<file path="src/rtl/gravador_sequencia_pkg.sv">
// Shared definitions for the sequence recorder: state codes, store geometry
// and default timing.
package gravador_sequencia_pkg;

    localparam int RAM_PROF         = 16;
    localparam int RAM_END_W        = 4;
    localparam int RAM_DADO_W       = 4;
    localparam int TIMEOUT_PADRAO   = 5000;
    localparam int TIMEOUT_W_PADRAO = 13;

    typedef enum logic [2:0] {
        INICIAL = 3'd0,
        ESPERA  = 3'd1,
        GRAVA   = 3'd2,
        FINAL   = 3'd3
    } estado_t;

    // True when exactly one key is pressed.
    function automatic logic um_quente(input logic [RAM_DADO_W-1:0] valor);
        return (valor != '0) && ((valor & (valor - 1'b1)) == '0);
    endfunction

endpackage

</file>
<file path="src/rtl/gravador_sequencia_ram.sv">
// 16x4 sequence store: one write port, registered read port with
// read-before-write behaviour; interface mirrors the 16x4 sequence ROM.
module ram_sync_16x4
    import gravador_sequencia_pkg::*;
(
    input  logic                  clock,
    input  logic                  reset,
    input  logic                  we,
    input  logic [RAM_END_W-1:0]  wr_endereco,
    input  logic [RAM_DADO_W-1:0] wr_dado,
    input  logic [RAM_END_W-1:0]  rd_endereco,
    output logic [RAM_DADO_W-1:0] rd_dado
);

    logic [RAM_DADO_W-1:0] mem [RAM_PROF];

    // NOTE: the array has no reset so it maps onto RAM primitives; only the
    // read register is cleared.
    always_ff @(posedge clock) begin
        if (we) begin
            mem[wr_endereco] <= wr_dado;
        end
    end

    always_ff @(posedge clock) begin
        if (reset) begin
            rd_dado <= '0;
        end else begin
            rd_dado <= mem[rd_endereco];
        end
    end

endmodule

</file>
<file path="src/rtl/gravador_sequencia.sv">
// Sequence recorder: captures one-hot key presses into the sequence store
// until confirmation, a full store or an idle timeout.
module gravador_sequencia
    import gravador_sequencia_pkg::*;
#(
    parameter int TIMEOUT   = TIMEOUT_PADRAO,
    parameter int TIMEOUT_W = TIMEOUT_W_PADRAO
) (
    input  logic                  clock,
    input  logic                  reset,
    input  logic                  iniciar,
    input  logic                  confirma,
    input  logic [RAM_DADO_W-1:0] chaves,
    input  logic [RAM_END_W-1:0]  rd_endereco,
    output logic [RAM_DADO_W-1:0] rd_dado,
    output logic [RAM_END_W:0]    tamanho,
    output logic [RAM_END_W-1:0]  ultimo,
    output logic                  gravando,
    output logic                  pronto,
    output logic                  timeout,
    output logic                  erro_chave,
    output logic [RAM_DADO_W-1:0] leds,
    output logic [2:0]            db_estado
);

    localparam logic [TIMEOUT_W-1:0] LIMITE    = TIMEOUT_W'(TIMEOUT - 1);
    localparam logic [RAM_END_W:0]   TAM_CHEIO = (RAM_END_W + 1)'(RAM_PROF - 1);

    estado_t               estado;
    logic [TIMEOUT_W-1:0]  contador;
    logic                  chaves_ant;
    logic [RAM_DADO_W-1:0] valor;
    logic                  borda;
    logic                  escreve;

    assign borda = (|chaves) & ~chaves_ant;

    // A write still pending in GRAVA is dropped when reset hits that edge.
    assign escreve = (estado == GRAVA) && !reset;

    // NOTE: all state is updated with non-blocking assignments so every branch
    // below sees the values from before this edge.
    always_ff @(posedge clock) begin
        if (reset) begin
            estado     <= INICIAL;
            tamanho    <= '0;
            contador   <= '0;
            chaves_ant <= 1'b0;
            valor      <= '0;
            timeout    <= 1'b0;
            erro_chave <= 1'b0;
            gravando   <= 1'b0;
            pronto     <= 1'b0;
        end else begin
            chaves_ant <= |chaves;
            erro_chave <= 1'b0;
            case (estado)
                INICIAL, FINAL: begin
                    if (iniciar) begin
                        estado   <= ESPERA;
                        tamanho  <= '0;
                        contador <= '0;
                        timeout  <= 1'b0;
                        gravando <= 1'b1;
                        pronto   <= 1'b0;
                    end
                end
                ESPERA: begin
                    if (confirma && tamanho != '0) begin
                        estado   <= FINAL;
                        gravando <= 1'b0;
                        pronto   <= 1'b1;
                    end else if (borda && um_quente(chaves)) begin
                        valor    <= chaves;
                        contador <= '0;
                        estado   <= GRAVA;
                    end else begin
                        erro_chave <= borda;
                        if (contador == LIMITE) begin
                            estado   <= FINAL;
                            timeout  <= 1'b1;
                            gravando <= 1'b0;
                            pronto   <= (tamanho != '0);
                        end else begin
                            contador <= contador + 1'b1;
                        end
                    end
                end
                GRAVA: begin
                    tamanho <= tamanho + 1'b1;
                    if (tamanho == TAM_CHEIO) begin
                        estado   <= FINAL;
                        gravando <= 1'b0;
                        pronto   <= 1'b1;
                    end else begin
                        estado <= ESPERA;
                    end
                end
                default: begin
                    estado   <= INICIAL;
                    gravando <= 1'b0;
                    pronto   <= 1'b0;
                end
            endcase
        end
    end

    assign ultimo    = (tamanho == '0) ? '0 : RAM_END_W'(tamanho - 1'b1);
    assign leds      = gravando ? chaves : '0;
    assign db_estado = estado;

    ram_sync_16x4 u_ram (
        .clock       (clock),
        .reset       (reset),
        .we          (escreve),
        .wr_endereco (tamanho[RAM_END_W-1:0]),
        .wr_dado     (valor),
        .rd_endereco (rd_endereco),
        .rd_dado     (rd_dado)
    );

endmodule

</file>
<file path="config.mk">
export PLATFORM = sky130hd
export DESIGN_NAME = gravador_sequencia
export DESIGN_NICKNAME = d
export VERILOG_FILES = /design/src/rtl/gravador_sequencia_pkg.sv /design/src/rtl/gravador_sequencia_ram.sv /design/src/rtl/gravador_sequencia.sv
export SDC_FILE = /design/constraint.sdc
export NUM_CORES = 1
export LEC_CHECK = 0
export ABC_AREA = 1
export CAP_MARGIN = 20
export CORE_MARGIN = 2
export CORE_UTILIZATION = 23
export CTS_CLUSTER_DIAMETER = 150
export DETAILED_ROUTE_END_ITERATION = 7
export PLACE_DENSITY_LB_ADDON = 0.05
export SYNTH_ARGS = -nofsm -noshare
export SYNTH_HDL_FRONTEND = slang
export SYNTH_SLANG_ARGS = --single-unit
</file>
<file path="constraint.sdc">
create_clock -name clock -period 1.5 [get_ports clock]
set_input_delay 0.3 -clock clock [delete_from_list [all_inputs] [get_ports clock]]
set_output_delay 0.3 -clock clock [all_outputs]
set_load 0.01 [all_outputs]
</file>
### Word level (Yosys, flattened, before mapping)

Memories as Yosys holds them, arrays and structs flattened. A register that Yosys moved wholly into a read port is not among the register bits.
Index checks and enable logic that the tools add are counted.

* flip-flop bits (word level): 30
* RAM bits: 64
* output and inout port bits: 24
* logic and storage cells: 87
* memories kept: 1

Memories
* u_ram.mem: words 16, width 4, read ports 1, clocked after Yosys merged registers in 1, wr ports 1, line gravador_sequencia_ram.sv:15 `logic [RAM_DADO_W-1:0] mem [RAM_PROF];`

* add/sub/neg operators: 4
* eq/ne operators: 14
* mux-type cells: 33
* bitwise operators: 5
* reductions and logical operators: 21

Operators with widths (count)
* $mux W13: 4
* $pmux W13 S2: 1
* $mux W1: 15
* $add A13 B1 Y13 const B: 1
* $eq A13 B13 Y1 const B: 1
* $mux W3: 4
* $pmux W5 S2: 1
* $ne A3 B3 Y1 const B: 3
* $pmux W3 S3: 1
* $mux W4: 2
* $ne A2 B2 Y1 const B: 4
* $reduce_and A4 Y1: 2
* $reduce_or A4 Y1: 2
* $sub A4 B1 Y4 const B: 2
* $eq A3 B2 Y1 const B: 2
* $pmux W1 S3: 2
* $add A5 B1 Y5 const B: 1
* $eq A5 B4 Y1 const B: 1
* $logic_not A5 Y1: 1
* $mux W5: 1
* $reduce_and A5 Y1: 1
* $reduce_bool A5 Y1: 1
* $and A4 B4 Y4: 1
* $logic_and A1 B1 Y1: 4
* other kinds (15): 19

### Depth between registers and ports, before layout

Gate-level depths: netlist of the first run.

* depth after elaboration: 8
* mapped depth: 13

### Modules after synthesis

From an unflattened synthesis of the first run, not the netlist that was laid out.

* cells, all modules: 576
* area total of the unflattened synthesis: 4784.6 sq um

By module, submodules not included
* ram_sync_16x4: times used 1, cells an instance 282, area each 2920.3 sq um, sequential area each 2001.9 sq um
* gravador_sequencia: times used 1, cells an instance 294, area each 1864.3 sq um, sequential area each 580.6 sq um

### Least setup slack after synthesis of the first run

Ideal clock, no wire load.

* path kind: reg-to-reg
* start: register tamanho[0]
* end: register contador[11]
* library setup time: 0.132 ns
* arrival time: 1.615 ns
* required time: 1.368 ns
* setup slack: -0.248 ns
* stages on the path, launching flop included: 14
* buffers on the path: 1
* cell sequence: dfxtp_1 inv_1 ha_1 nand2_2 nor2_8 nor2_8 nand2_4 nand2_4 inv_4 nand2_4 buf_8 nor2_2 nor2_1 nor2_1

* word-level cells in the longest chain between the ends: 4

Ends and longest elaborated chain
* start, declared: line gravador_sequencia.sv:16 `output logic [RAM_END_W:0] tamanho,`
* start signal, assigned: line gravador_sequencia.sv:90 `tamanho <= tamanho + 1'b1;`
* $reduce_bool A5 Y1: line gravador_sequencia.sv:69 `if (confirma && tamanho != '0) begin`
* $logic_and A1 B1 Y1: line gravador_sequencia.sv:69
* $ne A2 B2 Y1 (no source line)
* $reduce_and A4 Y1 (no source line)
* end signal, assigned: line gravador_sequencia.sv:85 `contador <= contador + 1'b1;`
* end, declared: line gravador_sequencia.sv:30 `logic [TIMEOUT_W-1:0] contador;`

Every way passes these cells.
A chain may end at the register's enable or synchronous reset.

### Final worst setup path of the first run

* start: register tamanho[0]
* end: output port ultimo[2]

* word-level cells in the longest chain between the ends: 2
* elaborated cells on any way between the ends: 3
* classes of those cells: 1 x add/sub; 1 x mux; 1 x reduce/logical

Ends and longest elaborated chain
* $sub A4 B1 Y4 / $logic_not A5 Y1 (equally long branches): line gravador_sequencia.sv:108 `assign ultimo = (tamanho == '0) ? '0 : RAM_END_W'(tamanho - 1'b1);`
* $mux W4 *: line gravador_sequencia.sv:108
* end, declared: line gravador_sequencia.sv:17 `output logic [RAM_END_W-1:0] ultimo,`

Mark *: on every way between the ends. The rest lies on a longest branch, timed or not.

==> metrics.md, run 1 <==
| Metric | Value |
|---|---|
| Yosys cell types | `42` |
| TritonCTS clock tree | `yes` |
| RSZ-0062 raised after global routing | `true` |
| Post-synth EDFFs | `64` |
| Worst-margin pin slew | `0.749 ns` |
| Fill count | `2051` |
| Routed len/inst | `15.5 um` |
| Synth async-reset ratio | `0` |
| Wirelength, routed | `13900 um` |
| Final GP Congestion | `0.834` |
| Starting Density | `0.236` |
| Hold Path End | `timeout` |
| Vias in the first global route | `3983` |
| CTS max path bufs | `2` |
| Final Cycle Share | `1.10` |
| Synth cell count leaders | `nor2_1, edfxtp_1, nand2_1` |
| Finished Cell Area | `6980 um^2` |
| Worst Hold Slack | `0.474 ns` |
| CTS sink count | `97` |
| Outcome | `finished, violations left` |
| Yosys Warn Count | `0` |
| DRT Pass-1 Iters | `4` |
| VDD IR-drop max | `0.634 mV` |
| Row Count | `51` |
| Final antenna-violating net count | `0` |
| H-tree depth | `3` |
| Failing checks | `setup timing` |
| Synth Cell Area | `4640 um^2` |
| Via density | `4.35` |
| Clk Latency, worst-skew pair | `0.35 ns` |
| Area contributors post-synth | `edfxtp_1, dfxtp_1, nor2_1, nand2_1, o21ai_0` |
| Crit path max fanout | `3` |
| Number of synthesized register bits | `97` |
| PD cells | `1390 nW/um^2` |
| Nets@finish | `649` |
| Final Hold Fails | `0` |
| DP Area | `6010 um^2` |
| Cells after Synth | `501` |
| Ys flop type | `edfxtp_1` |
| FMAX | `608 MHz` |
| # IOs | `36` |
| Fin worst setup slack | `-0.144 ns` |
| Worst endpoint required time | `1.20 ns` |
| Fin. max-slew vios | `0` |
| Core box area | `19700 um^2` |
| Final Power | `9.70 mW` |
| Avg Cell Area, Syn | `9.26 um^2` |
| Critical R2R Launch | `tamanho[0]` |
| Combinational share of power | `0.427` |
| P_int | `6.27 mW` |
| Endpoints failing setup | `34` |
| Die Ht | `146 um` |
| Total CTS buffers | `9` |
| R2R Setup Slk | `-0.10 ns` |
| Tot GR Track Use | `0.134` |
| Antenna violations before repair | `0` |
| Most numerous cell in the Yosys netlist | `nor2_1` |
| Final Skew | `0.0138 ns` |
| Via count | `3910` |
| DIE WIDTH | `146 um` |
| Worst Hold Class | `reg -> reg` |
| Ant. Diodes | `0` |
| Worst R2R End | `contador[8]` |
| Switching power | `3.44 mW` |
| Reg2Reg Depth | `14` |
| # port buffers | `34` |
| Crit path DAT | `1.34 ns` |
| Switching fraction of total power | `0.354` |
| Layout cell share with drive strength beyond 1 | `0.385` |
| Area grow syn2layout | `50.4%` |
| Fin crit period | `1.64 ns` |
| Crit. End Element | `output pin` |
| Seq/Total Area, Yosys | `0.556` |
| Largest net degree at the start of global routing | `33` |
| Register share of total power | `0.324` |
| First-pass GRT wire length | `22500 um` |
| Hold path start | `timeout` |
| Rel. slew slack | `0.500` |
| Clk pin slew, worst setup/hold paths | `0.07 ns` |
| Crit path launch type | `flop` |
| Leak | `2.62 nW` |
| Clock share of power | `0.249` |
| Final TNS setup | `-1.44 ns` |
| Congestion Overflow GR | `0` |
| Root Buffer | `clkbuf_16` |
| Synth Net Count | `522` |
| Die Area | `21300 um^2` |
| DRC | `0` |
| Iter 0 DRT Violations | `190` |
| Hold path depth | `2` |
| Top-area cell type share of the netlist area | `0.414` |
| Post-DP HPWL | `10100 um` |
| Max cap viols | `0` |
| Post-synth top area cell | `edfxtp_1` |
| Setup CP Type | `reg -> out` |
## metal layers
layer / vias to the layer above / track usage / share of wire
li1: 1959 / - / -
met1: 1881 / 0.173 / 0.46
met2: 59 / 0.232 / 0.50
met3: 11 / 0.0281 / 0.029
met4: 0 / 0.0306 / 0.012
met5: - / 0 / 0
## placed cells by master (no fill, tap or decap), types with 4 or more instances in the layout
| cell | synthesis | routed |
|---|---|---|
| a21oi_1 | 15 | 12 |
| nand2_4 | 4 | 5 |
| dfxtp_2 | 0 | 7 |
| buf_4 | 1 | 73 |
| nand4_1 | 6 | 6 |
| nor2_2 | 1 | 9 |
| inv_1 | 43 | 35 |
| nand2_1 | 64 | 54 |
| edfxtp_1 | 64 | 64 |
| clkdlybuf4s50_1 | 0 | 5 |
| nand2_2 | 8 | 12 |
| inv_2 | 3 | 7 |
| o221ai_1 | 6 | 6 |
| buf_2 | 2 | 4 |
| nor3_1 | 7 | 4 |
| dfxtp_1 | 33 | 23 |
| o22ai_1 | 5 | 5 |
| o21ai_2 | 0 | 7 |
| o211ai_1 | 10 | 10 |
| buf_6 | 3 | 14 |
| nor2_1 | 105 | 74 |
| nor2_4 | 2 | 25 |
| nand2_8 | 0 | 6 |
| clkbuf_16 | 0 | 9 |
| nand3_2 | 1 | 10 |
| buf_12 | 0 | 11 |
| a21oi_2 | 6 | 8 |
| dlygate4sd2_1 | 0 | 24 |
| o21ai_0 | 43 | 33 |
| ha_4 | 0 | 6 |
| o21ai_1 | 4 | 7 |
| nand3_1 | 29 | 19 |
## logic make-up after synthesis
family | synth area share
simple gates | 0.228
flops | 0.556
compound gates | 0.121
buf+inv | 0.0644
fa+ha+maj | 0.0243
xor+xnor | 0.00566
other cells | 0.000808
## final cells by class
class	count	area, um^2	share of cell area
clock buffers	9	225	0.0323
clock inverters	7	85.1	0.0122
inverters	48	204	0.0292
multi-input cells	339	2300	0.330
flip-flops and latches	97	2600	0.373
well taps	265	332	0.0475
repair buffers	133	1230	0.176
## sequential cells by signal, indices dropped and copies added (netlist names)
name / flops
chaves_ant: 1
db_estado: 2
gravando: 1
erro_chave: 1
u_ram.rd_dado: 4
valor: 4
tamanho: 5
u_ram.mem: 64
pronto: 1
timeout: 1
contador: 13
## how the worst max path moves through the flow
| stage | from | to | slack, ns | depth (start not counted) |
|---|---|---|---|---|
| floorplan | contador[0] | contador[11] | -0.04 | 11 |
| global placement | reset | u_ram.mem[1][1] | -0.60 | 4 |
| detailed placement | reset | u_ram.mem[1][3] | -0.57 | 4 |
| CTS | tamanho[0] | ultimo[2] | -0.21 | 6 |
| global route | tamanho[0] | ultimo[2] | -0.21 | 6 |
| finish | tamanho[0] | ultimo[2] | -0.14 | 6 |
## power by group through the flow
stage | Combinational, mW | Sequential [mW] | Clock [mW]
after floorplan | 1.59 | 3.19 | 0
after global placement | 2.96 | 3.20 | 0
after detailed placement | 2.92 | 3.19 | 0
after CTS | 3.97 | 3.14 | 2.51
after global routing | 4.47 | 3.17 | 2.61
final | 4.14 | 3.14 | 2.42
## timing repair
item	4_1_cts	5_1_grt
gates resized for setup	142	44
hold buffers	0	0
hold endpoints to repair	0	0
buffers inserted	17	3
pin swaps	43	21
endpoints found under the setup margin	115	96
gates cloned	1	0
## stage by stage
stage	instances	setup WS, ns	utilization
floorplan	501	-0.0367	-
global placement	866	-0.604	0.306
detailed placement	866	-0.574	0.306
CTS	899	-0.209	0.348
global route	898	-0.207	0.355
finish	898	-0.144	0.355
## worst max-delay path, stage by stage, from the launching register on
cell and delay (ns):
dfxtp_4 0.36, inv_4 0.04, buf_6 0.11, ha_4 0.15, xnor2_2 0.12, nor2_1 0.08, buf_2 0.14
Note: power is estimated with default switching activity, not from simulation.
==> run 2: changes to the inputs <==
ABC_CLOCK_PERIOD_IN_PS = 1500   (was not set)
==> results of run 2 <==
Final layout, timing and power as in run 1 (identical DEF).
==> run 3: changes to the inputs <==
CORE_MARGIN = not set   (was 2)
==> metrics.md, run 3 (synthesis gave the netlist of run 1 again) <==
| Metric | Value |
|---|---|
| Crit. End Element | `output pin` |
| Starting Density | `0.237` |
| P_int | `5.91 mW` |
| Total CTS buffers | `9` |
| Via density | `4.36` |
| Congestion Overflow GR | `0` |
| Combinational share of power | `0.414` |
| First-pass GRT wire length | `21700 um` |
| DP Area | `6060 um^2` |
| Fin crit period | `1.66 ns` |
| TritonCTS clock tree | `yes` |
| Post-DP HPWL | `9830 um` |
| Via count | `3925` |
| Outcome | `finished, violations left` |
| Biggest registers after layout | `u_ram.mem (64), contador (13), tamanho (5)` |
| Ant. Diodes | `0` |
| Non-filler cells, final | `901` |
| Endpoints failing setup | `19` |
| Failing checks | `setup timing` |
| Die Ht | `144 um` |
| Final antenna-violating net count | `0` |
| Switching power | `3.35 mW` |
| Max FFs per register | `64` |
| Fin. max-slew vios | `0` |
| Clock share of power | `0.248` |
| # port buffers | `34` |
| Max cap viols | `0` |
| RSZ-0062 raised after global routing | `true` |
| Most common cell after layout, fill and taps aside | `buf_4` |
| Worst endpoint required time | `1.20 ns` |
| Tot GR Track Use | `0.143` |
| Fin worst setup slack | `-0.155 ns` |
| VDD IR-drop max | `0.592 mV` |
| FMAX | `604 MHz` |
| Worst Hold Class | `reg -> reg` |
| Clk Latency, worst-skew pair | `0.36 ns` |
| Worst slack, placed | `-0.502 ns` |
| Die Area | `20700 um^2` |
| Register share of total power | `0.338` |
| Crit path max fanout | `3` |
| Antenna violations before repair | `0` |
| Crit path DAT | `1.36 ns` |
| Switching fraction of total power | `0.362` |
| Final Cycle Share | `1.10` |
| Placed cells | `875` |
| Worst-margin pin slew | `0.808 ns` |
| Top reg by flops | `u_ram.mem` |
| Clk pin slew, worst setup/hold paths | `0.08 ns` |
| DIE WIDTH | `144 um` |
| Final GP Congestion | `0.823` |
| Rel. slew slack | `0.461` |
| Root Buffer | `clkbuf_16` |
| Final Hold Fails | `0` |
| CTS sink count | `97` |
| Fill count | `2046` |
| # IOs | `36` |
| Routed len/inst | `15.6 um` |
| DRT Pass-1 Iters | `4` |
| Largest net degree at the start of global routing | `33` |
| Crit path launch type | `flop` |
| Setup CP Type | `reg -> out` |
| CTS max path bufs | `2` |
| Wirelength, routed | `14100 um` |
| Finished Cell Area | `6840 um^2` |
| Nets@finish | `652` |
| DRC | `0` |
| Row Count | `51` |
| PD cells | `1350 nW/um^2` |
| Core box area | `19600 um^2` |
| Area grow syn2layout | `47.3%` |
| H-tree depth | `3` |
| Iter 0 DRT Violations | `273` |
| Most frequent cells in the layout | `buf_4, nor2_1, edfxtp_1, nand2_1, inv_1` |
| Layout cell share with drive strength beyond 1 | `0.376` |
| Leak | `2.60 nW` |
| Final Skew | `0.0112 ns` |
| Vias in the first global route | `3887` |
-- run 3: final cells by class --
cell class	count	area, um^2	share of cell area
clock buffer	9	225	0.0329
clock inverter	7	65.1	0.00952
inverter	48	213	0.0311
multi-input combinational	339	2170	0.318
sequential	97	2600	0.380
tap	265	332	0.0485
timing repair buffer	136	1230	0.180
-- run 3: path summary, 6_finish.rpt --
path              start          end  slack [ns]  cells after the start
max          tamanho[0]    ultimo[2]       -0.16                      6
min             timeout      timeout        0.46                      2
max reg2reg  tamanho[0]  contador[6]       -0.13                     14
min reg2reg     timeout      timeout        0.46                      2
-- run 3: critical path, stage by stage, from the launching register on --
cell	delay, ns
dfxtp_4	0.36
inv_4	0.04
buf_12	0.12
ha_4	0.15
xnor2_1	0.12
nor2_1	0.08
buf_2	0.13
-- run 3: routing by layer --
layer / share of wire / wire [um] / vias to the layer above / GRT usage
met4: 0.017 / 244 / 0 / 0.0616
met2: 0.45 / 6280 / 69 / 0.221
met1: 0.50 / 7060 / 1874 / 0.196
met3: 0.035 / 493 / 17 / 0.0209
met5: 0 / 0 / - / 0
li1: - / - / 1965 / -
-- run 3: power groups by stage --
stage	sequential (mW)	combinational [mW]	clock, mW
after floorplan	3.19	1.59	0
after global placement	3.19	3.05	0
after detailed placement	3.18	3.02	0
after CTS	3.13	3.27	2.35
after global routing	3.14	4.18	2.48
final	3.13	3.84	2.30
-- run 3: timing repair --
action | 4_1_cts | 5_1_grt
resized for setup | 108 | 57
cloned | 0 | 4
pin swaps | 20 | 30
setup buffers | 3 | 4
hold buffers | 0 | 0
setup endpoints to repair | 116 | 72
-- run 3: stage by stage --
step / power [mW] / hold WS, ns / util / TNS, ns
floorplan: 4.78 / 0.435 / - / -0.0367
global placement: 6.24 / 0.442 / 0.310 / -39.69
detailed placement: 6.20 / 0.455 / 0.310 / -39.96
CTS: 8.75 / 0.465 / 0.335 / -2.75
global route: 9.80 / 0.479 / 0.349 / -3.96
finish: 9.26 / 0.459 / 0.349 / -1.33
